**src/rtl/gray_step_ctrl_pkg.sv**
```systemverilog
// Shared state encoding, default widths and a bit-change helper for the Gray step controller.
// Imported by gray_next and gray_step_ctrl.
package gray_step_pkg;

  localparam int WIDTH_DEF = 3;
  localparam int CNT_W_DEF = 8;

  typedef enum logic [1:0] {
    ST_IDLE = 2'd0,
    ST_RUN  = 2'd1,
    ST_HOLD = 2'd2,
    ST_DONE = 2'd3
  } state_t;

  // True when exactly one bit of the difference vector is set.
  function automatic logic single_bit_change(input logic [31:0] diff);
    int cnt;
    cnt = 0;
    for (int i = 0; i < 32; i++) begin
      cnt = cnt + int'(diff[i]);
    end
    return (cnt == 1);
  endfunction

endpackage

```
**src/rtl/gray_step_ctrl_gray_next.sv**
```systemverilog
// Combinational next-Gray-code generator: decode to binary, step up or down, re-encode.
// Instanced once by gray_step_ctrl.
module gray_next
  import gray_step_pkg::*;
#(
  parameter int WIDTH = WIDTH_DEF
) (
  input  logic [WIDTH-1:0] g,
  input  logic             dir,
  output logic [WIDTH-1:0] next
);

  localparam logic [WIDTH-1:0] ONE = {{(WIDTH-1){1'b0}}, 1'b1};

  logic [WIDTH-1:0] bin_s;
  logic [WIDTH-1:0] bin_step_s;

  // Binary bit i is the XOR of Gray bits i..MSB.
  always_comb begin
    bin_s = '0;
    for (int i = 0; i < WIDTH; i++) begin
      bin_s[i] = ^(g >> i);
    end
  end

  // Modular step in binary, then back to Gray.
  always_comb begin
    if (dir) begin
      bin_step_s = bin_s + ONE;
    end else begin
      bin_step_s = bin_s - ONE;
    end
    next = bin_step_s ^ (bin_step_s >> 1);
  end

endmodule

```
**src/rtl/gray_step_ctrl.sv**
```systemverilog
// Gray position sequencer: runs N Gray steps up/down with pause, preload and done/wrap pulses.
// Optional GRAY_STEP_CHK_EN adds a sticky err output flagging any non-single-bit step.
module gray_step_ctrl
  import gray_step_pkg::*;
#(
  parameter int WIDTH = WIDTH_DEF,
  parameter int CNT_W = CNT_W_DEF
) (
  input  logic             clk,
  input  logic             rst_n,
  input  logic             start,
  input  logic             dir,
  input  logic [CNT_W-1:0] steps,
  input  logic             pause,
  input  logic             load,
  input  logic [WIDTH-1:0] load_val,
  output logic [WIDTH-1:0] gray_q,
`ifdef GRAY_STEP_CHK_EN
  output logic             err,
`endif
  output logic             busy,
  output logic             done,
  output logic             wrap
);

  // Gray code of binary max (MSB only) and of binary 0 bound the wrap crossing.
  localparam logic [WIDTH-1:0] GRAY_MAX  = {1'b1, {(WIDTH-1){1'b0}}};
  localparam logic [WIDTH-1:0] GRAY_ZERO = {WIDTH{1'b0}};
  localparam logic [CNT_W-1:0] CNT_ZERO  = {CNT_W{1'b0}};
  localparam logic [CNT_W-1:0] CNT_ONE   = {{(CNT_W-1){1'b0}}, 1'b1};

  state_t           state_r, state_nxt_s;
  logic [CNT_W-1:0] remaining_r, remaining_nxt_s;
  logic             dir_r, dir_nxt_s;
  logic             armed_r, armed_nxt_s;
  logic [WIDTH-1:0] gray_r, gray_nxt_s;
  logic             busy_r, busy_nxt_s;
  logic             done_r, done_nxt_s;
  logic             wrap_r, wrap_nxt_s;
  logic             step_s;
  logic             wrap_cross_s;
  logic [WIDTH-1:0] next_gray_s;

  gray_next #(.WIDTH(WIDTH)) u_gray_next (
    .g    (gray_r),
    .dir  (dir_r),
    .next (next_gray_s)
  );

  // A step crosses the binary boundary when leaving max going up or leaving 0 going down.
  always_comb begin
    if (dir_r) begin
      wrap_cross_s = (gray_r == GRAY_MAX);
    end else begin
      wrap_cross_s = (gray_r == GRAY_ZERO);
    end
  end

  // Next-state and registered-output decode. The first RUN cycle after start never steps,
  // which places the first step two edges after start is sampled.
  always_comb begin
    state_nxt_s     = state_r;
    remaining_nxt_s = remaining_r;
    dir_nxt_s       = dir_r;
    armed_nxt_s     = armed_r;
    gray_nxt_s      = gray_r;
    busy_nxt_s      = 1'b0;
    done_nxt_s      = 1'b0;
    wrap_nxt_s      = 1'b0;
    step_s          = 1'b0;
    case (state_r)
      ST_IDLE: begin
        if (load) begin
          gray_nxt_s = load_val;
        end else begin
          gray_nxt_s = gray_r;
        end
        if (start && (steps != CNT_ZERO)) begin
          remaining_nxt_s = steps;
          dir_nxt_s       = dir;
          armed_nxt_s     = 1'b0;
          busy_nxt_s      = 1'b1;
          state_nxt_s     = ST_RUN;
        end else if (start) begin
          done_nxt_s  = 1'b1;
          state_nxt_s = ST_DONE;
        end else begin
          state_nxt_s = ST_IDLE;
        end
      end
      ST_RUN: begin
        if (pause) begin
          armed_nxt_s = 1'b1;
          busy_nxt_s  = 1'b1;
          state_nxt_s = ST_HOLD;
        end else if (!armed_r) begin
          armed_nxt_s = 1'b1;
          busy_nxt_s  = 1'b1;
        end else begin
          step_s          = 1'b1;
          gray_nxt_s      = next_gray_s;
          wrap_nxt_s      = wrap_cross_s;
          remaining_nxt_s = remaining_r - CNT_ONE;
          if (remaining_r == CNT_ONE) begin
            done_nxt_s  = 1'b1;
            state_nxt_s = ST_DONE;
          end else begin
            busy_nxt_s = 1'b1;
          end
        end
      end
      ST_HOLD: begin
        busy_nxt_s = 1'b1;
        if (!pause) begin
          state_nxt_s = ST_RUN;
        end else begin
          state_nxt_s = ST_HOLD;
        end
      end
      ST_DONE: begin
        state_nxt_s = ST_IDLE;
      end
      default: begin
        state_nxt_s = ST_IDLE;
      end
    endcase
  end

  // State and output registers with synchronous active-high reset on rst_n.
  always_ff @(posedge clk) begin
    if (rst_n) begin
      state_r     <= ST_IDLE;
      remaining_r <= CNT_ZERO;
      dir_r       <= 1'b1;
      armed_r     <= 1'b0;
      gray_r      <= GRAY_ZERO;
      busy_r      <= 1'b0;
      done_r      <= 1'b0;
      wrap_r      <= 1'b0;
    end else begin
      state_r     <= state_nxt_s;
      remaining_r <= remaining_nxt_s;
      dir_r       <= dir_nxt_s;
      armed_r     <= armed_nxt_s;
      gray_r      <= gray_nxt_s;
      busy_r      <= busy_nxt_s;
      done_r      <= done_nxt_s;
      wrap_r      <= wrap_nxt_s;
    end
  end

`ifdef GRAY_STEP_CHK_EN
  logic err_r;

  // Sticky flag: any RUN-state update that does not flip exactly one bit.
  always_ff @(posedge clk) begin
    if (rst_n) begin
      err_r <= 1'b0;
    end else if (step_s && !single_bit_change(32'(gray_r ^ next_gray_s))) begin
      err_r <= 1'b1;
    end else begin
      err_r <= err_r;
    end
  end

  assign err = err_r;
`endif

  assign gray_q = gray_r;
  assign busy   = busy_r;
  assign done   = done_r;
  assign wrap   = wrap_r;

endmodule

```
**config.mk**
```make
export PLATFORM = sky130hd
export DESIGN_NAME = gray_step_ctrl
export DESIGN_NICKNAME = d
export VERILOG_FILES = /design/src/rtl/gray_step_ctrl_pkg.sv /design/src/rtl/gray_step_ctrl_gray_next.sv /design/src/rtl/gray_step_ctrl.sv
export SDC_FILE = /design/constraint.sdc
export NUM_CORES = 1
export LEC_CHECK = 0
export BUFFER_PORTS_ARGS = -buffer_cell sky130_fd_sc_hd__buf_4
export CORE_MARGIN = 2
export CORE_UTILIZATION = 30
export DETAILED_ROUTE_END_ITERATION = 16
export GPL_ROUTABILITY_DRIVEN = 1
export SYNTH_ARGS = -nofsm -noshare
export SYNTH_HDL_FRONTEND = slang
export SYNTH_HIERARCHICAL = 1
export SYNTH_SLANG_ARGS = --single-unit
export TNS_END_PERCENT = 5
```
**constraint.sdc**
```tcl
create_clock -name clk -period 2.7 [get_ports clk]
set_clock_uncertainty 0.05 [all_clocks]
set_input_delay 0 -clock clk [delete_from_list [all_inputs] [get_ports clk]]
set_output_delay 0 -clock clk [all_outputs]
set_load 0.02 [all_outputs]
```
---- Word level (Yosys, flattened, before mapping) ----
Index checks and enable logic that the tools add are counted.
storage, ports and cells
  flip-flop bits (word level) ............. 18
  bits of input ports ..................... 17
  output and inout bits ................... 6
  logic and storage cells ................. 69
operators by class
  $add $sub $neg .......................... 3
  equal/unequal tests ..................... 11
  muxes and demuxes ....................... 30
  bitwise operators ....................... 3
  reductions and logical operators ........ 14
operator list
  cell                                                                count
  8-bit 2-to-1 mux                                                    3
  8-bit one-hot mux with 2 select lines                               1
  2-bit 2-to-1 mux                                                    6
  3-bit 2-to-1 mux                                                    4
  1-bit 2-to-1 mux                                                    11
  3-bit XOR reduction                                                 3
  8-bit by 1-bit == test with 1-bit output, second input constant     1
  2-bit inequality test, second input constant                        4
  2-bit one-hot mux with 4 select lines                               1
  4-bit AND reduction                                                 2
  8-bit nonzero test                                                  1
  8-bit by 1-bit subtractor with 8-bit output, second input constant  1
  3-bit inequality test, second input constant                        2
  3-bit one-hot mux with 2 select lines                               1
  2-bit AND reduction                                                 3
  2-bit == test, second input constant                                2
  1-bit one-hot mux with 2 select lines                               2
  4-bit OR reduction                                                  1
  3-bit by 1-bit adder with 3-bit output, second input constant       1
  3-bit == test, second input constant                                1
  3-bit logical NOT                                                   1
  1-bit one-hot mux with 3 select lines                               1
  3-bit by 1-bit subtractor with 3-bit output, second input constant  1
  3-bit by 2-bit bitwise XOR with 3-bit output                        1
  other kinds (5)                                                     6

---- Logic depth before layout (Yosys ltp) ----
Gate-level depths: netlist of the first run.
  word-level depth ........................ 7
  depth in mapped cells ................... 7
  depth with buffers taken out ............ 7

---- By module ----
The synthesis of the first run kept the hierarchy.
by module, submodules not included
  module          times used  cells each  area each (um2)  sequential area each (um2)
  gray_step_ctrl  1           133         1112.3           360.3
  gray_next       1           10          92.6             0.0

---- Worst setup path after synthesis of the first run ----
No wires, ideal clock.
  path kind ............................... register -> register
  from .................................... reg gray_r[2], in the netlist gray_q[2]
  to ...................................... reg gray_r[1], in the netlist gray_q[1]
  setup time .............................. 0.091 ns
  arrival time ............................ 2.022 ns
  required time ........................... 2.559 ns
  setup slack ............................. 0.538 ns
  stages on the path, launching flop included .. 8
  path buffers ............................ 0
  clock period less this slack ............ 2.162 ns
  cells stage by stage .................... dfxtp_1 -> xor2_1 -> xor2_1 -> fa_1 -> xor2_1 -> xnor2_1 -> nand2_1 -> a311oi_1
on the way
  cells in the longest elaborated chain, start to end .. 7
  elaborated cells on any way between the ends .. 10
  those cells by class .................... 2 x add/sub; 4 x mux; 1 x bitwise; 3 x reduce/logical
ends and longest elaborated chain
  item                                                                                                          RTL line                                                        RTL
  start: declaration                                                                                            gray_step_ctrl.sv:36                                            logic [WIDTH-1:0] gray_r, gray_nxt_s;
  start signal: assignment                                                                                      gray_step_ctrl.sv:145                                           gray_r <= gray_nxt_s;
  3-bit XOR reduction                                                                                           gray_step_ctrl_gray_next.sv:22                                  bin_s[i] = ^(g >> i);
  3-bit by 1-bit subtractor with 3-bit output / 3-bit by 1-bit adder with 3-bit output (equally long branches)  gray_step_ctrl_gray_next.sv:31, gray_step_ctrl_gray_next.sv:29
  3-bit 2-to-1 mux *                                                                                            gray_step_ctrl_gray_next.sv:28                                  if (dir) begin
  3-bit by 2-bit bitwise XOR with 3-bit output *                                                                gray_step_ctrl_gray_next.sv:33                                  next = bin_step_s ^ (bin_step_s >> 1);
  named net next_gray_s[1]                                                                                      gray_step_ctrl.sv:42                                            logic [WIDTH-1:0] next_gray_s;
  3-bit 2-to-1 mux *                                                                                            gray_step_ctrl.sv:96                                            end else if (!armed_r) begin
  3-bit 2-to-1 mux *                                                                                            gray_step_ctrl.sv:92                                            if (pause) begin
  3-bit one-hot mux with 2 select lines *                                                                       gray_step_ctrl.sv:71                                            case (state_r)
The timed path passes the listed nets; every way through them passes the cells marked *. The select of a mux whose other input is x is not followed.
A chain may end at the register's enable or synchronous reset.

---- Final worst setup path of the first run ----
Same ends and word-level chain as after synthesis.

==> results.cfg, run 1 <==
[timing]
rsz0062_at_grt = no
max_freq_ghz = 0.4511
slew_headroom_pct = 49.23
hold_violations = 0
fin_tns_setup_ns = 0
finalCritPeriodShare_pct = 82.10
final_max_slew_viol_count = 0
worst_pin_slew_ns = 0.7551
fin_crit_ns = 2.217
setup_viol = 0

[critical_path]
path_buf_inv = 0
worstSetupPathType = register to register
critPathTopFamily = XOR/XNOR gates
critPathArrivalTime_ns = 2.33
path_cells = xor2_1 > xor2_1 > fa_1 > xor2_1 > xnor2_1 > nand2_1 > a311oi_1
cpMostUsedCell = xor2_1
r2r_slack_ns = 0.48
cp-end-kind = register
start_kind = register
crit_path_max_fanout = 5
r2r_cells = 7
slowest_stage = fa_1
timing.rr.end = gray_q[1]$_SDFFE_PP0P_
crit_required_ns = 2.82
r2r-start = gray_q[2]$_SDFFE_PP0P_
cpPeakStageDelay_ns = 0.46

[routing]
totalWireLength_microns = 2894
drtIter0Drc = 45
avgViaCountPerCell = 5.274
wl_per_cell_microns = 13.46
vias = 1134
drt_pass1_iterations = 4
drtAntennaViolNets = 0
drcViolationCount = 0

[clocking]
clock-sinks = 18
htreeDepth = 1
numCtsBuffers = 3
tritoncts = done
post_cts_resized = 0
cts_buffer_depth = 2
clock-root-buffer = clkbuf_8
path_clk_slew_ns = 0.07
cts_setup_buffers = 0
clk_latency_ns = 0.25

[grt]
antenna_found_initial = 0
grt_start_max_net_pins = 19
grt_pass1_wl_microns = 4588
grt_pass1_vias = 980
grt.overflow.total = 0
track_usage_pct = 13.31

[finish]
layout.nets = 187
num_antenna_cells = 0
final_cell_mix = buf_4 (24), dfxtp_1 (18), nand2_1 (16), a21oi_1 (12), nor2_1 (10)
final.fill_count = 402
final_common_cell = buf_4
drive_above_1_share_pct = 21.21
design_area_sq_um = 1486
syn_to_final_growth_pct = 23.36

[pwr]
p_leak_nw = 0.5969
p_sw_uw = 304.0
clkPwrFrac_pct = 25.4
internal_power_uw = 574.1
comb_power_share_pct = 36.3
power_density_nw_per_um2 = 590.7
netSwitchingFraction_pct = 34.62
peakVddDrop_uv = 337.5
seqPwrFrac_pct = 38.3

[floorplanning]
floorplan.initialDensity_pct = 30.56
ios = 23
die_w_microns = 67.38
fp.dieH_microns = 67.38
num_rows = 23
core_area_sq_um = 3943
die-area_sq_um = 4539

[yosys]
synth_top_family_by_area = compound AO/OA/AOI/OAI gates
synthAdderAreaFrac_pct = 4.777
synth_xor_area_share_pct = 5.088
yosysWarningCount = 6
yosysUniqueCellTypes = 43
syn_area_sq_um = 1205
netlist_instances = 143
synth_compound_area_share_pct = 26.38
ys_seq_area_share_pct = 29.91
synth_seq_cells = 18
yosys.area_share.simple_pct = 25.23
synth_mux_area_share_pct = 0.9346
avgSynthCellArea_sq_um = 8.426
synth_nets = 164

[min_path]
worstHoldStart = pause
worstHoldPathType = input port to register
hold_depth = 3
worstHoldEndpoint = state_r[1]$_SDFFE_PP0P_

[placed_design]
port_buffers = 22
placed_area_sq_um = 1381
gp_congestion = 0.7546
dp_hpwl_microns = 2137

[run]
drv_cap = 0

[status]
status = finished, final reports clean
==> cell usage after synthesis <==
cell,n,area (sq um)
a2111o_1,1,11.26
a2111oi_0,1,8.760
a2111oi_1,1,10.01
a21o_1,3,22.52
a21oi_1,12,60.06
a221o_1,2,20.02
a221oi_1,2,17.52
a221oi_2,3,45.04
a311oi_1,3,26.28
a31o_1,5,43.79
a31oi_1,1,6.260
a41oi_1,1,8.760
buf_1,1,3.750
buf_2,5,25.02
buf_6,1,11.26
buf_8,1,15.01
clkbuf_1,3,11.26
dfxtp_1,18,360.4
fa_1,1,20.02
ha_1,3,37.54
inv_1,7,26.28
mux2_2,1,11.26
nand2_1,16,60.06
nand2b_1,4,25.02
nand3_1,7,35.03
nand3b_1,1,7.510
nand4_1,2,12.51
nand4b_1,1,8.760
nand4bb_1,1,11.26
nor2_1,10,37.54
nor2b_1,2,12.51
nor3_1,5,25.02
nor3b_1,1,7.510
nor4_2,2,25.02
nor4_4,1,21.27
nor4b_1,1,8.760
o21ai_1,1,5.000
o21bai_1,1,7.510
o2bb2ai_1,2,17.52
o31ai_1,1,7.510
or3_1,1,6.260
xnor2_1,2,17.52
xor2_1,5,43.79
==> area by class of cell <==
cell class | instances | area (sq um) | area share (%)
multi-input cells | 107 | 752.0 | 50.59
flip-flops and latches | 18 | 360.3 | 24.24
repair buffers | 29 | 230.2 | 15.49
well taps | 50 | 62.56 | 4.209
clock buffers | 4 | 55.05 | 3.704
inverters | 7 | 26.28 | 1.768
==> power groups by stage <==
stage	Combinational, mW	Clock, mW	Sequential (mW)
3_5_place_dp	0.313	0	0.342
5_1_grt	0.354	0.246	0.341
4_1_cts	0.320	0.232	0.336
3_3_place_gp	0.303	0	0.339
6_report	0.319	0.223	0.336
2_1_floorplan	0.244	0	0.338
==> state kept, by name, summed over array words and instances, names as in the netlist <==
name	count
busy	1
dir_r	1
state_r	2
done	1
remaining_r	8
gray_q	3
wrap	1
armed_r	1
==> worst max path at each step <==
stage                                 from                endpoint  slack, ns  cells after the start
finish              gray_q[2]$_SDFFE_PP0P_  gray_q[1]$_SDFFE_PP0P_       0.48                      7
global route        gray_q[2]$_SDFFE_PP0P_  gray_q[1]$_SDFFE_PP0P_       0.33                      7
CTS                 gray_q[2]$_SDFFE_PP0P_  gray_q[1]$_SDFFE_PP0P_       0.50                      7
detailed placement  gray_q[2]$_SDFFE_PP0P_  gray_q[1]$_SDFFE_PP0P_       0.52                      7
global placement    gray_q[2]$_SDFFE_PP0P_  gray_q[1]$_SDFFE_PP0P_       0.62                      7
floorplan           gray_q[2]$_SDFFE_PP0P_  gray_q[1]$_SDFFE_PP0P_       0.54                      7
==> metrics by stage <==
stage               utilization [%]  total power, mW  cells  hold slack, ns  setup slack [ns]
finish                        37.70           0.8781    215         0.01540            0.4834
global route                  37.70           0.9401    215         0.01709            0.3293
CTS                           37.70           0.8873    215         0.01407            0.4993
detailed placement            35.04           0.6542    206          0.1808            0.5179
global placement              35.04           0.6422    206          0.1826            0.6171
floorplan                         -           0.5816    143         0.07416            0.5376
==> cells by family after synthesis <==
logic type,count (synthesis)
fa+ha+maj,4
flops,18
mux,1
buf+inv,18
xor+xnor,7
simple gates,55
compound gates,40
==> tightest hold or removal path: stages <==
cell and delay (ns):
buf_4 0.12, nand2b_1 0.07, a2111oi_1 0.08
==> repair_timing <==
item / in CTS / in global routing
hold buffers: 5 / 0
hold endpoints to repair: 5 / 0
setup endpoints to repair: 0 / 0
==> routing by layer <==
layer	vias to the layer above	wire length, microns	track usage, %	share of wire (%)
met5	-	0	0	0
met4	0	6	1.531	0.21
met3	2	160	4.000	5.5
met2	32	1312	22.28	45
met1	533	1415	17.36	49
li1	567	-	-	-
Power figures use the tool's default switching activity.
==> inputs of run 2 (changes only) <==
==> constraint.sdc (replaced) <==
create_clock -name clk -period 2.15 [get_ports clk]
set_clock_uncertainty 0.05 [all_clocks]
set_input_delay 0 -clock clk [delete_from_list [all_inputs] [get_ports clk]]
set_output_delay 0 -clock clk [all_outputs]
set_load 0.02 [all_outputs]
==> run 2 against run 1 <==
Cell count is 1.4% higher. Wire length is 2.2% higher. Sequential share of layout area is 0.52 points lower. Largest cell class unchanged. Cell area is 2.2% higher. Utilization is 0.83 points higher. Via count is 3.0% higher. Register-to-register slack worse by 0.37 ns. Die area stayed put. Worst hold slack better by 0.010 ns. Combinational power is 30% higher. Flip-flop and latch count stayed put.
==> results.cfg, run 2 (synthesized netlist as in run 1, its figures left out) <==
[critical_path]
path_cells = xor2_2 > xor2_1 > fa_1 > xor2_1 > xnor2_1 > nand2_1 > a311oi_1
worstSetupPathType = register to register
start_kind = register
crit_path_max_fanout = 4
slowest_stage = fa_1
cpPeakStageDelay_ns = 0.45
cp-end-kind = register
timing.rr.end = gray_q[1]$_SDFFE_PP0P_
crit_required_ns = 2.27
critPathTopFamily = XOR/XNOR gates
cpMostUsedCell = xor2_1
r2r-start = gray_q[1]$_SDFFE_PP0P_
r2r_slack_ns = 0.11
critPathArrivalTime_ns = 2.16
path_depth = 7
path_buf_inv = 0
r2r_cells = 7
critical_path.startpoint = gray_q[1]$_SDFFE_PP0P_
setup.worst_path.end = gray_q[1]$_SDFFE_PP0P_

[timing]
hold_ws_ns = 0.02555
finalCritPeriodShare_pct = 94.73
fin_tns_setup_ns = 0
slew_headroom_pct = 53.38
worst_pin_slew_ns = 0.6934
hold_violations = 0
setup_viol = 0
max_freq_ghz = 0.4910
final_max_slew_viol_count = 0
rsz0062_at_grt = no
fin_crit_ns = 2.037

[pwr]
p_sw_uw = 391.1
peakVddDrop_uv = 374.7
netSwitchingFraction_pct = 34.84
internal_power_uw = 731.6
seqPwrFrac_pct = 37.5
p_leak_nw = 0.6116
power_density_nw_per_um2 = 739.1
comb_power_share_pct = 37.1
clkPwrFrac_pct = 25.4

[clocking]
htreeDepth = 1
tritoncts = done
clock-root-buffer = clkbuf_8
path_clk_slew_ns = 0.08
clk_latency_ns = 0.26
cts_buffer_depth = 2
numCtsBuffers = 3
post_cts_resized = 0
clock-sinks = 18

[floorplanning]
num_rows = 23
ios = 23
core_area_sq_um = 3943
floorplan.initialDensity_pct = 30.56
die-area_sq_um = 4539
die_w_microns = 67.38
fp.dieH_microns = 67.38

[finish]
final_common_cell = buf_4
instances_no_fill = 218
final.fill_count = 398
num_antenna_cells = 0
top_register = remaining_r
syn_to_final_growth_pct = 26.06
multi_input_area_sq_um = 759.5
largest_reg_flops = 8
layout.nets = 190
regArea_sq_um = 360.3
design_area_sq_um = 1519
drive_above_1_share_pct = 22.62
final_cell_mix = buf_4 (26), dfxtp_1 (18), nand2_1 (16), a21oi_1 (12), nor2_1 (10)

[min_path]
worstHoldStart = rst_n
worstHoldPathType = input port to register

[routing]
drtAntennaViolNets = 0
drcViolationCount = 0
drt_pass1_iterations = 4
avgViaCountPerCell = 5.358
drtIter0Drc = 67
vias = 1168
totalWireLength_microns = 2959
wl_per_cell_microns = 13.57

[placed_design]
port_buffers = 22
placed_area_sq_um = 1396
dp_cells = 207
dp_hpwl_microns = 2147
gp_congestion = 0.7852

[grt]
grt.overflow.total = 0
grt_start_max_net_pins = 19
track_usage_pct = 14.74
antenna_found_initial = 0
grt_pass1_wl_microns = 5112
grt_pass1_vias = 1088

[status]
status = finished, final reports clean

[run]
drv_cap = 0
-- run 2: changes by cell type in the layout (fill, tap and decap cells not counted) --
cell / previous run / this run
xor2_1: 5 / 4
buf_4: 24 / 26
xor2_2: 0 / 1
dlygate4sd3_1: 5 / 6
-- run 2: timing repair --
action,in CTS,in global routing
hold endpoints to repair,6,0
hold buffers,6,0
buffers inserted,0,1
endpoints found under the setup margin,0,1
-- run 2: power by group through the flow --
stage	Sequential (mW)	Clock (mW)	Combinational [mW]
2_1_floorplan	0.426	0	0.308
3_3_place_gp	0.426	0	0.388
3_5_place_dp	0.428	0	0.397
4_1_cts	0.420	0.293	0.408
5_1_grt	0.429	0.309	0.468
6_report	0.421	0.286	0.416
-- run 2: through the flow --
step	utilization [%]	setup slack, ns	power [mW]
3_5_place_dp	35.42	0.07165	0.8252
6_report	38.53	0.1132	1.123
2_1_floorplan	-	0.04439	0.7337
3_3_place_gp	35.42	0.1679	0.8137
5_1_grt	38.53	0.01158	1.205
4_1_cts	38.34	0.04407	1.122
-- run 2: layer usage --
layer / GRT usage [%] / vias up / part of all wire (%)
li1: - / 575 / -
met1: 19.60 / 555 / 48
met2: 23.89 / 36 / 46
met3: 3.833 / 2 / 5.8
met4: 3.316 / 0 / 0.54
met5: 0 / - / 0
-- run 2: worst min-delay path by stage --
| stage | to | slack (ns) | depth (start not counted) |
|---|---|---|---|
| floorplan | dir_r$_SDFFE_PP1P_ | 0.07 | 2 |
| CTS | state_r[0]$_SDFFE_PP0P_ | 0.02 | 2 |
| global route | remaining_r[1]$_SDFFE_PP0P_ | 0.04 | 2 |
| finish | armed_r$_SDFFE_PP0P_ | 0.03 | 2 |
| detailed placement | dir_r$_SDFFE_PP1P_ | 0.18 | 3 |
| global placement | dir_r$_SDFFE_PP1P_ | 0.19 | 3 |
-- run 2: final cells by class --
cell class                 count  share of cell area, %
clock buffer                   4                  3.624
inverter                       7                  1.730
multi-input combinational    107                  50.00
sequential                    18                  23.72
tap                           50                  4.119
timing repair buffer          32                  16.80
